==> config.mk <==
export PLATFORM = sky130hd
export DESIGN_NAME = product_accumulator
export DESIGN_NICKNAME = d
export VERILOG_FILES = /design/src/rtl/product_accumulator.sv
export SDC_FILE = /design/constraint.sdc
export NUM_CORES = 1
export LEC_CHECK = 0
export BUFFER_PORTS_ARGS = -buffer_cell sky130_fd_sc_hd__buf_2
export CORE_MARGIN = 2
export CORE_UTILIZATION = 50
export CTS_CLUSTER_SIZE = 16
export DETAILED_ROUTE_END_ITERATION = 8
export PLACE_DENSITY_LB_ADDON = 0.3
export SLEW_MARGIN = 20
export SYNTH_ARGS = -nofsm -noshare
export SYNTH_HDL_FRONTEND = slang
export SYNTH_SLANG_ARGS = --single-unit
==> constraint.sdc <==
create_clock -name clk -period 8.8 [get_ports clk]
set_clock_uncertainty 0.05 [all_clocks]
set_input_delay 0.88 -clock clk [delete_from_list [all_inputs] [get_ports clk]]
set_output_delay 0.88 -clock clk [all_outputs]
set_load 0.05 [all_outputs]
==> src/rtl/product_accumulator.sv <==
// Product accumulator: sums a run of `len` unsigned multiplier products into a
// guard-bit-extended accumulator, then presents the result through a
// valid/ready handshake. Overflow is a sticky carry-out flag per accumulation.
module product_accumulator #(
   parameter int unsigned PROD_W = 64,
   parameter int unsigned ACC_W  = 72,
   parameter int unsigned CNT_W  = 8
) (
   input  logic              clk,
   input  logic              rst_n,
   input  logic              start,
   input  logic [CNT_W-1:0]  len,
   output logic              busy,
   input  logic              prod_valid,
   output logic              prod_ready,
   input  logic [PROD_W-1:0] product,
   output logic              acc_valid,
   input  logic              acc_ready,
   output logic [ACC_W-1:0]  acc_out,
   output logic              overflow
);

   // Zero-extension width so the sum keeps one extra bit for the carry-out.
   localparam int unsigned PadW = ACC_W + 1 - PROD_W;
   localparam logic [CNT_W-1:0] CntOne = CNT_W'(1);

   typedef enum logic [1:0] {StIdle, StAccum, StDone} state_e;

   state_e             state_q;
   logic [ACC_W-1:0]   acc_q;
   logic [CNT_W-1:0]   cnt_q;
   logic               ovf_q;
   logic [ACC_W:0]     sum;
   logic               xfer;

   // Transfer qualification and widened sum for the running accumulation.
   always_comb begin
      xfer = (state_q == StAccum) && prod_valid;
      sum  = {1'b0, acc_q} + {{PadW{1'b0}}, product};
   end

   // Control FSM and datapath registers; reset discards any partial sum.
   always_ff @(posedge clk or negedge rst_n) begin
      if (!rst_n) begin
         state_q <= StIdle;
         acc_q   <= '0;
         cnt_q   <= '0;
         ovf_q   <= 1'b0;
      end else begin
         unique case (state_q)
            StIdle: begin
               if (start) begin
                  acc_q <= '0;
                  ovf_q <= 1'b0;
                  cnt_q <= len;
                  // A zero-length request completes immediately with a zero result.
                  state_q <= (len != '0) ? StAccum : StDone;
               end
            end
            StAccum: begin
               if (xfer) begin
                  acc_q <= sum[ACC_W-1:0];
                  ovf_q <= ovf_q | sum[ACC_W];
                  cnt_q <= cnt_q - CntOne;
                  if (cnt_q == CntOne) begin
                     state_q <= StDone;
                  end
               end
            end
            StDone: begin
               if (acc_ready) begin
                  state_q <= StIdle;
               end
            end
            default: state_q <= StIdle;
         endcase
      end
   end

   // Outputs decode straight from registered state, so they are glitch-free.
   always_comb begin
      busy       = (state_q != StIdle);
      prod_ready = (state_q == StAccum);
      acc_valid  = (state_q == StDone);
      acc_out    = acc_q;
      overflow   = ovf_q;
   end

endmodule
Word-level counts from Yosys, hierarchy flattened
Index checks and enable logic that the tools add are counted.

$add $sub $neg: 2. Equality and inequality tests: 7. Mux-type cells: 15. Bitwise gates (word level): 1. Reductions and logical operators: 7.

Operator list (count): $mux 72 (2); $pmux 72 s2 (1); $add 72x64->73 (1); $mux 8 (2); $pmux 8 s2 (1); $mux 2 (5); $eq 8x1->1 const B (1); $reduce_bool 8->1 (1); $sub 8x1->8 const B (1); $ne 2x1->1 const B (3); $pmux 2 s3 (1); $reduce_and 4->1 (1); $reduce_bool 2->1 (2); $reduce_and 3->1 (1); $eq 2x1->1 const B (1); $eq 2x2->1 const B (1); $logic_not 2->1 (1); $mux 1 (2); $ne 2x2->1 const B (1); $pmux 1 s2 (1); $logic_and 1x1->1 (1); $or 1x1->1 (1).

Bits in registers: 83. Input bits: 77. Word-level logic and storage cells: 36.

Depth between registers and ports, before layout
Gate-level depths: netlist (run 1).

Depth in word-level cells: 4. Mapped depth: 12. Depth with buffers taken out: 12.

Worst setup path before layout (run 1)
OpenSTA, ideal clock, no wires.

Path type: input port to flip-flop. Start point: input port product[0]. End point: register acc_q[58], in the netlist acc_out[58]. Setup time: 0.130 ns. Arrival: 3.246 ns. Required time: 8.620 ns. Path slack: 5.374 ns. Cell stages on the path: 12. Path buffers: 0. Cell sequence: ha_1 -> fa_1 -> a21oi_1 -> o211ai_2 -> a21o_4 -> a311oi_2 -> o22ai_2 -> a21bo_2 -> a21oi_4 -> o21bai_2 -> xnor2_1 -> o21ai_1.

Longest elaborated chain between the ends: 3.

Ends and longest elaborated chain: from (decl) (line 16) `input logic [PROD_W-1:0] product,`; $add 72x64->73 (line 39) `sum = {1'b0, acc_q} + {{PadW{1'b0}}, product};`; $mux 72 (line 61) `if (xfer) begin`; $pmux 72 s2 (line 50) `unique case (state_q)`; to (signal assigned) (line 62) `acc_q <= sum[ACC_W-1:0];`; to (decl) (line 30) `logic [ACC_W-1:0] acc_q;`.

Every way passes these cells. The select of a mux whose other input is x is not followed. A chain may end at the register's enable or synchronous reset.

Worst setup path in the final report (run 1)
Start point: input port product[4]. End point: register acc_q[55], in the netlist acc_out[55].

Same word-level chain as after synthesis.

==> flow_metrics.env, run 1 <==
export IMPL_max_cap_viol_count=0
export IMPL_p_sw_share_pct=54.49
export IMPL_synth_edf_count=0
export IMPL_drt_initial_drc_count=416
export IMPL_cp_endpoint="acc_out[55]"
export IMPL_timing_hold_violations_final=0
export IMPL_die_y_um=123.5
export IMPL_fp_dieArea_mm2=0.01526
export IMPL_power_density_mw_per_mm2=384.8
export IMPL_cp_slowest_stage_delay_ps=400
export IMPL_worstPathMaxFanout=5
export IMPL_holdWs_ps=385.0
export IMPL_cts_htree_levels=3
export IMPL_finalCritPeriodShare_pct=41.32
export IMPL_postCtsSetupBuffers=0
export IMPL_crit_path_start_kind="input port"
export IMPL_synth_avg_cell_area_um2=8.035
export IMPL_path_class="in2reg"
export IMPL_antenna_cells=0
export IMPL_slew_headroom_pct=49.35
export IMPL_synth_most_common_cell="nand2_1"
export IMPL_drive_gt1_share_pct=19.86
export IMPL_postRouteAntennaNets=0
export IMPL_synth_area_leader_cell="dfrtp_1"
export IMPL_dr_pass1_iters=5
export IMPL_combinationalPowerShare_pct=66.9
export IMPL_port_buffers=152
export IMPL_netlist_area_mm2=0.007143
export IMPL_grt_ovfl_total=0
export IMPL_numCtsBuffers=9
export IMPL_pwr_share_clk_pct=12.8
export IMPL_antenna_found_initial=0
export IMPL_setup_ws_ps=5164
export IMPL_synth_common_cells="nand2_1 (126), o21ai_0 (93), a21oi_1 (90)"
export IMPL_path_cells="buf_2 -> ha_1 -> a21oi_1 -> o31ai_4 -> o2111a_1 -> o21ai_1 -> nand2_1 -> a31oi_1 -> o22ai_1 -> o31ai_2 -> o2111ai_1 -> o211ai_1"
export IMPL_intPower_w=0.001448
export IMPL_grtUsageMet2_pct=42.41
export IMPL_r2r_end="acc_out[69]"
export IMPL_wirelength_um=19640
export IMPL_fmax_mhz=275.0
export IMPL_path_depth=12
export IMPL_sequentialPowerShare_pct=20.3
export IMPL_syn_nets=1033
export IMPL_arrival_ps=3860
export IMPL_cts_resized=0
export IMPL_fin_crit_ps=3636
export IMPL_grt_busiest_layer="met2"
export IMPL_reg2reg_from="state_q[1]"
export IMPL_rrSetupSlack_ps=5290
export IMPL_area_delta_synth_final_pct=15.76
export IMPL_cts_root_buffer="clkbuf_16"
export IMPL_grt_first_pass_wirelength_um=31660
export IMPL_wire_per_inst_um=16.48
export IMPL_gp_congestion=0.8993
export IMPL_tns_ps=0
export IMPL_cts_hold_buf=0
export IMPL_syn_inst=889
export IMPL_status="finished clean"
export IMPL_path_clk_slew_ps=70
export IMPL_p_leak_nw=4.050
export IMPL_start_util_pct=51.26
export IMPL_grt_use_met3_pct=3.321
export IMPL_cts_tree="yes"
export IMPL_worst_slew_pin_slew_ps=759.7
export IMPL_drc=0
export IMPL_grt_usage_pct=26.21
export IMPL_synth_seq_cells=83
export IMPL_setup_violations_final=0
export IMPL_clock_sinks=83
export IMPL_die_x_um=123.5
export IMPL_worstSkewPairLatency_ps=360
export IMPL_drv_slew=0
export IMPL_synth_top_area_share_pct=29.08
export IMPL_synth_area_top_cells="dfrtp_1 (29%), ha_1 (12%), nand2_1 (6.6%)"
export IMPL_r2r_cells=9
export IMPL_grt_pass1_vias=6623
export IMPL_dp_final_hpwl_um=14860
export IMPL_finalNetCount=1151
export IMPL_drt_vias_per_instance=5.885
export IMPL_cp_required_ps=9030
export IMPL_routed_via_count=7015
export IMPL_design_core_area_mm2=0.01393
export IMPL_crit_slowest_cell="o31ai_2"
export IMPL_core_rowCount=43
export IMPL_ys_async_sr_fraction_pct=100.0
export IMPL_ys_warn_count=0
export IMPL_crit_path_end_kind="flip-flop"
export IMPL_critPathBufInv=1
export IMPL_ir_drop_v=0.0002881
export IMPL_rsz0062_at_grt="no"
export IMPL_grt_start_max_net_pins=60
export IMPL_fin_util_pct=59.34
export IMPL_ys_flop_type="dfrtp_1"
export IMPL_seq_area_frac_synth_pct=29.08
export IMPL_use_met1_pct=35.84
export IMPL_pre_cts_ws_ps=4860
export IMPL_clk_path_buf_depth=2
export IMPL_crit_family="compound AO/OA/AOI/OAI gates"
export IMPL_synth_distinct_cells=68
export IMPL_ios=153
export IMPL_critical_path_startpoint="product[4]"
export IMPL_p_switching_w=0.001734
export IMPL_hp_class="in2async"
-- kinds of logic after synthesis --
group / share of synthesized area [%]
AO/OA/AOI/OAI: 29.27
XOR/XNOR: 7.725
adder cells (fa/ha/maj): 11.84
buffers and inverters: 3.994
flip-flops: 29.08
multiplexers: 0.1401
AND/OR/NAND/NOR: 17.95
-- cell usage in the layout (no fill, tap or decap), types with 22 or more instances in the layout --
cell type / count
nand2_1: 126
nor2_1: 62
nand4_1: 26
inv_1: 22
o21ai_0: 93
xor2_1: 25
a21oi_1: 90
ha_1: 66
xnor2_1: 38
buf_2: 151
a21o_1: 32
dfrtp_1: 83
-- worst reg2reg max path, cell delays in order (launching register included) --
cell and delay, ps:
dfrtp_1 370, nand2b_1 590, inv_1 210, and2_1 470
nor2_4 610, buf_4 620, nor2_1 180, nand2_1 110
or3_1 100, a21oi_1 60
-- state kept, by name, summed over array words and instances, names as in the netlist --
| name | count |
|---|---|
| overflow | 1 |
| state_q | 2 |
| acc_out | 72 |
| cnt_q | 8 |
-- worst min-delay path by stage --
stage / startpoint / end / slack [ps]
after CTS: rst_n / acc_out[37] / 400
final: rst_n / acc_out[39] / 390
after detailed placement: acc_out[45] / acc_out[45] / 440
after global routing: rst_n / acc_out[39] / 420
after floorplan: cnt_q[6] / cnt_q[6] / 420
after global placement: acc_out[16] / acc_out[16] / 440
-- per-layer routing --
layer / wire [µm] / vias to the layer above
met3: 1092 / 33
met2: 9108 / 229
li1: - / 3457
met4: 440 / 0
met1: 8997 / 3296
met5: 0 / -
-- per-stage QoR --
stage / std cells / instance area (µm²) / total power (W)
6_report: 1192 / 8269 / 0.003182
5_1_grt: 1192 / 8269 / 0.003418
4_1_cts: 1192 / 8269 / 0.003177
3_5_place_dp: 1176 / 7959 / 0.002756
3_3_place_gp: 1176 / 7959 / 0.002724
2_1_floorplan: 889 / 7143 / 0.002293
-- power by group through the flow --
| stage | Combinational [W] | Clock, W | Sequential [W] |
|---|---|---|---|
| floorplan | 0.00127 | 0 | 0.00102 |
| global placement | 0.00208 | 0 | 0.000647 |
| detailed placement | 0.00210 | 0 | 0.000652 |
| CTS | 0.00212 | 0.000414 | 0.000646 |
| global route | 0.00232 | 0.000427 | 0.000667 |
| finish | 0.00213 | 0.000409 | 0.000646 |
-- layout make-up --
type	count	area, µm²
clock buffer	10	239.0
clock inverter	6	71.32
fill	1279	5665
inverter	22	82.58
multi-input combinational	736	4788
sequential	83	2077
tap	180	225.2
timing repair buffer	155	785.8
No activity file was read; power rests on OpenSTA's default activity.
==> inputs of run 2 (changes only) <==
==> constraint.sdc (replaced) <==
create_clock -name clk -period 3.46 [get_ports clk]
set_clock_uncertainty 0.05 [all_clocks]
set_input_delay 0.346 -clock clk [delete_from_list [all_inputs] [get_ports clk]]
set_output_delay 0.346 -clock clk [all_outputs]
set_load 0.05 [all_outputs]
==> run 2 against run 1 <==
Count of clock-buffer cells in the layout decreased by 1. Total power increased to 2.6 times the previous value. Routed wire length decreased by 1.6%. Design area increased by 1.7%. First-iteration DRC count increased by 17%. Worst setup slack got worse by 5000 ps. Sequential power increased to 2.5 times the previous value. Non-clock buffer count increased by 13. Sequential share of layout area decreased by 0.41 points. Critical path type is now reg2reg.
==> flow_metrics.env, run 2 (synthesis results as in run 1) <==
export IMPL_rsz0062_at_grt="no"
export IMPL_arrival_ps=3430
export IMPL_p_leak_nw=4.127
export IMPL_grt_first_pass_wirelength_um=31280
export IMPL_drt_initial_drc_count=485
export IMPL_fillers=1290
export IMPL_slew_headroom_pct=57.63
export IMPL_fin_crit_ps=3257
export IMPL_design_core_area_mm2=0.01393
export IMPL_fmax_mhz=307.0
export IMPL_clock_sinks=83
export IMPL_postCtsSetupBuffers=0
export IMPL_die_x_um=123.5
export IMPL_cts_htree_levels=3
export IMPL_worst_slew_pin_slew_ps=634.0
export IMPL_grt_start_max_net_pins=76
export IMPL_crit_path_end_kind="flip-flop"
export IMPL_drv_slew=0
export IMPL_fin_util_pct=60.34
export IMPL_grt_pass1_vias=6538
export IMPL_grt_usage_pct=25.73
export IMPL_ir_drop_v=0.0004262
export IMPL_hp_class="in2reg"
export IMPL_postRouteAntennaNets=0
export IMPL_path_clk_slew_ps=60
export IMPL_dr_pass1_iters=5
export IMPL_start_util_pct=51.26
export IMPL_clk_path_buf_depth=2
export IMPL_worstPathMaxFanout=5
export IMPL_holdWs_ps=216.8
export IMPL_largest_register_ffs=72
export IMPL_wl_met1_um=9057
export IMPL_port_buffers=152
export IMPL_antenna_found_initial=0
export IMPL_drt_vias_per_instance=5.820
export IMPL_cts_root_buffer="clkbuf_16"
export IMPL_path_class="reg2reg"
export IMPL_area_delta_synth_final_pct=17.71
export IMPL_route_met3_wl_um=1045
export IMPL_fp_dieArea_mm2=0.01526
export IMPL_power_density_mw_per_mm2=972.3
export IMPL_core_rowCount=43
export IMPL_cp_required_ps=3630
export IMPL_layout_commonest_cell="buf_2"
export IMPL_wl_met2_um=8878
export IMPL_drc=0
export IMPL_finalCritPeriodShare_pct=94.13
export IMPL_gp_congestion=0.9046
export IMPL_max_cap_viol_count=0
export IMPL_timing_hold_violations_final=0
export IMPL_setup_violations_final=0
export IMPL_worstSkewPairLatency_ps=350
export IMPL_numCtsBuffers=9
export IMPL_grt_ovfl_total=0
export IMPL_routed_top_layer="met4"
export IMPL_routed_via_count=7007
export IMPL_tns_ps=0
export IMPL_crit_path_start_kind="flip-flop"
export IMPL_final_cell_mix="buf_2 (151), nand2_1 (126), o21ai_0 (93)"
export IMPL_drive_gt1_share_pct=21.00
export IMPL_finalNetCount=1164
export IMPL_wire_per_inst_um=16.06
export IMPL_dp_final_hpwl_um=14800
export IMPL_antenna_cells=0
export IMPL_wirelength_um=19330
export IMPL_status="finished clean"
export IMPL_cts_tree="yes"
export IMPL_die_y_um=123.5
export IMPL_ios=153
[run 2: changes by cell type in the layout (fill, tap and decap cells not counted), sizes merged]
cell / previous run / this run
clkbuf: 10 / 9
clkinv: 1 / 2
inv: 24 / 23
bufinv: 1 / 2
clkinvlp: 2 / 1
dlygate4sd3: 0 / 1
buf: 155 / 167
[run 2: stage by stage]
step / area [µm²] / setup WS [ps] / instances / power, W
floorplan: 7143 / 267.7 / 889 / 0.005831
CTS: 8357 / 213.3 / 1202 / 0.008151
finish: 8408 / 203.0 / 1204 / 0.008176
detailed placement: 8041 / 149.0 / 1187 / 0.007064
global placement: 8041 / 159.1 / 1187 / 0.007000
global route: 8408 / 21.99 / 1204 / 0.008824
[run 2: timing repair]
item / CTS / global route
endpoints found under the hold margin: 0 / 31
hold buffers: 0 / 1
endpoints found under the setup margin: 0 / 5
gates resized for setup: 0 / 3
[run 2: cell type report]
class | instances | area (µm²) | area share (%)
Multi-Input combinational cell | 736 | 4802 | 57.11
Sequential cell | 83 | 2077 | 24.70
Timing Repair Buffer | 168 | 905.9 | 10.77
Clock buffer | 9 | 225.2 | 2.679
Tap cell | 180 | 225.2 | 2.679
Clock inverter | 6 | 90.09 | 1.071
Inverter | 22 | 82.58 | 0.9821
[run 2: final timing paths]
path,from,end,slack (ps),cells after the start
setup / recovery,acc_out[0],overflow,200,12
hold / removal,len[0],cnt_q[0],220,3
setup reg to reg,acc_out[0],overflow,200,12
hold reg to reg,overflow,overflow,450,2
max in group asynchronous,rst_n,acc_out[0],2180,4
min in group asynchronous,rst_n,acc_out[35],450,2
[run 2: power by group]
part           total (W)  switching (W)  internal, W
Clock            0.00106       0.000426     0.000631
Combinational    0.00549        0.00366      0.00183
Sequential       0.00163       0.000301      0.00133
[run 2: layer usage]
metal	up-vias	global-route usage, %
met1	3267	34.83
met3	26	5.074
met5	-	0
li1	3491	-
met2	223	41.72
met4	0	7.386
[run 2: critical path: stages (launching register included)]
cell and delay, ps:
dfrtp_1 390, ha_1 250, fa_1 460, a21oi_2 180
o211ai_2 140, a21o_4 260, a311oi_2 380, o22ai_2 210
nand2_1 130, o2111a_1 270, nor2_1 120, a41oi_1 220
nor2_1 50
==> inputs of run 3 (changes only) <==
--- a/config.mk
+++ b/config.mk
@@ -10,7 +10,9 @@
 export CORE_UTILIZATION = 50
 export CTS_CLUSTER_SIZE = 16
 export DETAILED_ROUTE_END_ITERATION = 8
+export GPL_TIMING_DRIVEN = 0
 export PLACE_DENSITY_LB_ADDON = 0.3
+export SKIP_CTS_REPAIR_TIMING = 1
 export SLEW_MARGIN = 20
 export SYNTH_ARGS = -nofsm -noshare
 export SYNTH_HDL_FRONTEND = slang
==> run 3 against run 2 <==
The run now ends with hold timing left. Total power shrank 0.96%. Routed wire length grew 1.7%. Cell count grew 2.8%. Critical endpoint is now acc_out[51].
==> flow_metrics.env, run 3 (synthesis results as in run 1) <==
export IMPL_grt_start_max_net_pins=43
export IMPL_dp_cells=1222
export IMPL_crit_path_start_kind="flip-flop"
export IMPL_power_density_mw_per_mm2=953.3
export IMPL_finalNetCount=1197
export IMPL_cts_root_buffer="clkbuf_16"
export IMPL_start_util_pct=51.26
export IMPL_drt_vias_per_instance=5.783
export IMPL_die_y_um=123.5
export IMPL_clock_sinks=83
export IMPL_final_cell_mix="buf_2 (163), nand2_1 (126), o21ai_0 (93)"
export IMPL_ir_drop_v=0.0004641
export IMPL_cp_required_ps=3630
export IMPL_drive_gt1_share_pct=20.44
export IMPL_dr_pass1_iters=5
export IMPL_postRouteAntennaNets=0
export IMPL_fp_dieArea_mm2=0.01526
export IMPL_dp_final_hpwl_um=15170
export IMPL_drv_slew=0
export IMPL_design_core_area_mm2=0.01393
export IMPL_grt_usage_pct=26.10
export IMPL_grt_ovfl_total=0
export IMPL_arrival_ps=3500
export IMPL_final_cell_count_no_fill=1238
export IMPL_seq_area_mm2=0.002077
export IMPL_clk_path_buf_depth=2
export IMPL_cts_tree="yes"
export IMPL_p_leak_nw=4.133
export IMPL_wirelength_um=19660
export IMPL_fin_crit_ps=3329
export IMPL_crit_path_end_kind="flip-flop"
export IMPL_layout_commonest_cell="buf_2"
export IMPL_worstPathMaxFanout=5
export IMPL_pre_cts_ws_ps=-20.19
export IMPL_grt_first_pass_wirelength_um=31730
export IMPL_finalCritPeriodShare_pct=96.21
export IMPL_routed_via_count=7159
export IMPL_fin_util_pct=60.96
export IMPL_path_class="reg2reg"
export IMPL_wire_per_inst_um=15.88
export IMPL_slew_headroom_pct=51.89
export IMPL_timing_hold_violations_final=41
export IMPL_violations="hold timing"
export IMPL_hp_class="in2async"
export IMPL_die_x_um=123.5
export IMPL_core_rowCount=43
export IMPL_setup_violations_final=0
export IMPL_gp_congestion=0.9396
export IMPL_antenna_found_initial=0
export IMPL_worst_slew_pin_slew_ps=719.0
export IMPL_holdWs_ps=-52.48
export IMPL_area_delta_synth_final_pct=18.92
export IMPL_fillers=1330
export IMPL_multi_input_area_mm2=0.004832
export IMPL_max_cap_viol_count=0
export IMPL_tns_ps=0
export IMPL_status="finished with violations"
export IMPL_grt_pass1_vias=6634
export IMPL_drc=0
export IMPL_total_power_w=0.008097
export IMPL_drt_initial_drc_count=445
export IMPL_ios=153
export IMPL_fmax_mhz=300.4
export IMPL_largest_register_ffs=72
export IMPL_path_clk_slew_ps=60
export IMPL_port_buffers=152
export IMPL_worstSkewPairLatency_ps=350
export IMPL_setup_ws_ps=131.1
export IMPL_cts_htree_levels=3
export IMPL_numCtsBuffers=9
## run 3: worst max-delay path, stage by stage (launching register included)
cell and delay, ps:
dfrtp_1 430, ha_1 320, a211oi_1 420, o31ai_4 160, o2111a_1 270, o21ai_1 190
nand2_1 220, a31oi_2 290, o22ai_1 190, o31ai_2 380, xor2_1 200, o21ai_1 70
## run 3: path summary, 6_finish.rpt
kind	from	endpoint	cells after the start	slack (ps)
max in group asynchronous	rst_n	cnt_q[4]	2	2790
max	acc_out[1]	acc_out[51]	11	130
max reg2reg	acc_out[1]	acc_out[51]	11	130
min	rst_n	acc_out[44]	1	-50
min in group clk	len[0]	cnt_q[0]	3	200
min reg2reg	overflow	overflow	2	440
## run 3: per-layer routing
layer	track usage, %	wire, µm	vias to the layer above
li1	-	-	3570
met1	36.40	9158	3335
met2	41.79	8908	216
met3	2.860	1058	38
met4	9.517	529	0
met5	0	0	-
## run 3: layout make-up
cell class,instances,share of cell area [%]
Timing Repair Buffer,153,9.309
Clock inverter,1,0.08838
Tap cell,180,2.651
Inverter,22,0.9722
Antenna cell,1,0.02946
Buffer,48,2.386
Multi-Input combinational cell,736,56.89
Clock buffer,14,3.226
Sequential cell,83,24.45
## run 3: metrics by stage
stage / hold WS, ps / cell area (µm²)
after CTS: -28.68 / 8441
after global routing: 3.166 / 8492
after global placement: 430.9 / 8129
after floorplan: 0.4089 / 7143
after detailed placement: 340.4 / 8159
final: -52.48 / 8494
## run 3: power breakdown
| group | total [W] | leakage (nW) | internal (W) | switching, W |
|---|---|---|---|---|
| Sequential | 0.00163 | 1.08 | 0.00133 | 0.000297 |
| Combinational | 0.00552 | 2.92 | 0.00180 | 0.00372 |
| Clock | 0.000945 | 0.135 | 0.000543 | 0.000403 |
